===== src/rtl/in_port_debouncer.sv =====
// Input port conditioning: 2-flop synchronizer plus a per-bit stability
// counter, with registered edge pulses and a change strobe.
module in_port_debouncer #(
   parameter int WIDTH           = 4,
   parameter int DEBOUNCE_CYCLES = 4
) (
   input  logic             clock,
   input  logic             reset,
   input  logic [WIDTH-1:0] sw,
   output logic [WIDTH-1:0] in,
   output logic [WIDTH-1:0] rise,
   output logic [WIDTH-1:0] fall,
   output logic             changed
);

   // A single-cycle debounce still needs a 1-bit counter to exist.
   localparam int CNT_W =
      (DEBOUNCE_CYCLES > 1) ? $clog2(DEBOUNCE_CYCLES) : 1;
   localparam logic [CNT_W-1:0] CNT_MAX = CNT_W'(DEBOUNCE_CYCLES - 1);

   generate
      if (DEBOUNCE_CYCLES < 1 || DEBOUNCE_CYCLES > 255) begin : g_bad_cfg
         $error("in_port_debouncer: DEBOUNCE_CYCLES must be 1..255");
      end
   endgenerate

   logic [WIDTH-1:0] sync1;
   logic [WIDTH-1:0] sync2;
   logic [CNT_W-1:0] cnt [WIDTH];
   logic [WIDTH-1:0] differ;
   logic [WIDTH-1:0] accept;

   always_comb begin
      differ = sync2 ^ in;
      accept = '0;
      for (int i = 0; i < WIDTH; i++) begin
         accept[i] = differ[i] && (cnt[i] == CNT_MAX);
      end
   end

   always_ff @(posedge clock) begin
      if (reset) begin
         sync1 <= '0;
         sync2 <= '0;
      end else begin
         sync1 <= sw;
         sync2 <= sync1;
      end
   end

   always_ff @(posedge clock) begin
      if (reset) begin
         for (int i = 0; i < WIDTH; i++) begin
            cnt[i] <= '0;
         end
      end else begin
         for (int i = 0; i < WIDTH; i++) begin
            if (!differ[i] || accept[i]) begin
               cnt[i] <= '0;
            end else begin
               cnt[i] <= cnt[i] + 1'b1;
            end
         end
      end
   end

   // Pulses are registered alongside in so they line up with the new value.
   always_ff @(posedge clock) begin
      if (reset) begin
         in      <= '0;
         rise    <= '0;
         fall    <= '0;
         changed <= 1'b0;
      end else begin
         in      <= (in & ~accept) | (sync2 & accept);
         rise    <= accept & sync2;
         fall    <= accept & ~sync2;
         changed <= |accept;
      end
   end

endmodule

===== config.mk =====
export PLATFORM = sky130hd
export DESIGN_NAME = in_port_debouncer
export DESIGN_NICKNAME = d
export VERILOG_FILES = /design/src/rtl/in_port_debouncer.sv
export SDC_FILE = /design/constraint.sdc
export NUM_CORES = 1
export LEC_CHECK = 0
export ABC_AREA = 0
export BUFFER_PORTS_ARGS = -buffer_cell sky130_fd_sc_hd__buf_2
export CORE_MARGIN = 1.5
export CORE_UTILIZATION = 24
export DETAILED_ROUTE_END_ITERATION = 10
export PLACE_DENSITY_LB_ADDON = 0.1
export SYNTH_ARGS = -nofsm -noshare
export SYNTH_HDL_FRONTEND = slang
export SYNTH_SLANG_ARGS = --single-unit

===== constraint.sdc =====
create_clock -name clock -period 2.7 [get_ports clock]
set_input_delay 0.81 -clock clock [delete_from_list [all_inputs] [get_ports clock]]
set_output_delay 0.81 -clock clock [all_outputs]
set_load 0.01 [all_outputs]

==> flow_metrics.py <==
metrics = {
    "outcome": {
        "status": "complete, no violations",
    },
    "floorplanning": {
        "dieArea_um2": 4860,
        "io_pins": 19,
        "coreArea_um2": 4320,
        "rows": 24,
        "initial_core_util": 0.247,
        "die_h_um": 69.7,
        "fp.dieW_um": 69.7,
    },
    "finish": {
        "drive_gt1_frac": 0.250,
        "area_growth_syn_to_layout_pct": 22.6,
        "postLayoutCoreUtil": 0.303,
        "fillCellCount": 477,
        "multiInputGateArea_um2": 413,
        "seq_area_um2": 661,
        "stdcell_count": 160,
        "antenna_cells": 0,
        "final_nets": 117,
    },
    "clocking": {
        "htreeDepth": 2,
        "post-cts-setup-buffer-count": 0,
        "cts_resized": 0,
        "hold_buffers": 0,
        "cts_buffers": 5,
        "cts_tree": "done",
        "cts_root_buf": "clkbuf_8",
        "clock_latency_ns": 0.27,
        "path_clk_slew_ns": 0.06,
        "clockBufferDepth": 2,
        "cts.sinks": 29,
    },
    "synthesis": {
        "synth_edf_count": 8,
        "synth.most_common_cell": "dfxtp_1",
        "async_reset_ff_frac": 0,
        "synth_xor_area_frac": 0.0328,
        "synth_seq_cells": 29,
        "synth_top_family_by_area": "simple AND/OR/NAND/NOR gates",
        "synthTopCellsByCount": "dfxtp_1 (21), edfxtp_1 (8), nor2b_1 (8), nor4bb_1 (6)",
        "synth_cell_type_count": 18,
        "synth_mux_area_frac": 0.0375,
        "yosysWarnings": 0,
        "synth_top_area_share": 0.394,
        "yosys.area_share.simple": 0.226,
        "ys_top_cells_by_area": "dfxtp_1 (39%), edfxtp_1 (23%), nor4bb_1 (5.6%), ha_1 (4.7%), nor2b_1 (4.7%)",
        "ys_seq_area_frac": 0.619,
        "synth_top_cell_by_area": "dfxtp_1",
        "synth_compound_area_frac": 0.0152,
        "synthAdderAreaFrac": 0.0469,
        "netlist_area_um2": 1070,
        "avgSynthCellArea_um2": 13.7,
        "synthCells": 78,
        "ys.flop_type": "dfxtp_1",
    },
    "power_and_ir_drop": {
        "clkPwrFrac": 0.395,
        "sw_frac_of_total": 0.205,
        "p_comb_frac": 0.043,
        "internal-power_w": 0.000659,
        "peakVddDrop_uv": 191,
        "cellLeakagePower_nw": 0.511,
        "seq_power_share": 0.562,
        "total_power_w": 0.000829,
        "power_density_nw_per_um2": 634,
        "p_switching_w": 0.000170,
    },
    "job": {
        "drv_cap": 0,
    },
    "placement": {
        "place.gp.congestion": 0.657,
        "io_buffers": 18,
        "dpl.hpwl_um": 1140,
        "place_inst": 152,
    },
    "sta": {
        "setup_viol": 0,
        "rsz0062_at_grt": "no",
        "relSlewSlack": 0.650,
        "hold_viol": 0,
        "slew_viol_final": 0,
        "period_needed_ns": 1.64,
        "worst_hold_slack_ns": 0.435,
        "worst_pin_slew_ns": 0.526,
        "clock.fmax_mhz": 608,
        "fin_worst_skew_ns": 0.00190,
        "fin_setup_tns_ns": 0,
        "post-route-period-util": 0.609,
    },
    "global_route": {
        "grt_overflow": 0,
        "antenna_found_initial": 0,
        "grt_pass1_vias": 618,
        "grt_max_degree": 30,
        "grtUsageTotal": 0.0765,
        "grt_pass1_wl_um": 2730,
    },
    "routing": {
        "first_pass_iters": 2,
        "viasPerCell": 4.08,
        "drtIter0Drc": 24,
        "routed_wl_um": 1630,
        "drc": 0,
        "wl_per_cell_um": 10.2,
        "num_vias": 653,
        "antenna_left": 0,
    },
    "worst_setup_path": {
        "worstSetupPathType": "flop to primary output",
        "crit_family": "flip-flops",
        "critical-path-slowest-cell": "dfxtp_1",
        "crit_path_start_kind": "flop",
        "cp_cell_sequence": "buf_2",
        "crit_path_max_fanout": 5,
        "cp.required_ns": 1.89,
        "crit_path_end_kind": "primary output",
        "slowest_delay_ns": 0.40,
        "crit_arrival_ns": 0.83,
        "crit_buf_inv": 1,
    },
    "hold_path": {
        "hold_class": "flop to flop",
    },
}
## stage by stage
stage	cell area (µm²)	setup slack (ns)
6_report	1310	1.06
2_1_floorplan	1090	1.21
5_1_grt	1310	1.00
3_3_place_gp	1230	1.05
4_1_cts	1310	1.04
3_5_place_dp	1230	1.03
## cell families (layout without fill, tap and decap cells)
group | after synthesis | count (layout)
AO/OA/AOI/OAI | 1 | 1
adder cells (fa/ha/maj) | 4 | 4
other | 1 | 8
XOR/XNOR | 4 | 4
multiplexers | 4 | 4
AND/OR/NAND/NOR | 32 | 32
buffers and inverters | 3 | 26
flip-flops | 29 | 29
## cells in the final DEF (no fill, tap or decap)
cell and count:
nor4b_2 1, buf_2 18, nor2b_1 8, conb_1 8, edfxtp_1 8, mux2i_1 4
a41oi_2 1, xnor2_1 4, dfxtp_1 21, clkbuf_8 5, nor4bb_1 6, nor4b_1 3
ha_1 4, nand2b_1 4, nor4_1 4, nor2_1 4, and4bb_2 2, clkbuf_1 3
## worst paths after layout
check	start	end	slack (ns)	depth (start not counted)
hold reg to reg	sync1[3]	sync2[3]	0.43	1
setup / recovery	flop	in[2]	1.06	1
hold / removal	sync1[3]	sync2[3]	0.43	1
setup reg to reg	cnt[2][0]	cnt[2][1]	1.51	2
## routing by layer
metal  part of all wire  vias up  global-route usage
li1                   -      333                   -
met1               0.45      299              0.0801
met2               0.45       15               0.114
met3              0.075        6              0.0509
met4              0.028        0              0.0449
met5                  0        -                   0
## power by group through the flow
stage | combinational (W) | clock, W | sequential (W)
after floorplan | 0.0000282 | 0 | 0.000474
after global placement | 0.0000357 | 0 | 0.000475
after detailed placement | 0.0000366 | 0 | 0.000476
after CTS | 0.0000366 | 0.000346 | 0.000466
after global routing | 0.0000408 | 0.000367 | 0.000467
final | 0.0000359 | 0.000327 | 0.000466
## cell type report
class,count,share of cell area
clock buffers,8,0.0612
multi-input cells,53,0.315
flip-flops and latches,29,0.505
well taps,52,0.0497
repair buffers,18,0.0688
Power figures use the tool's default switching activity.
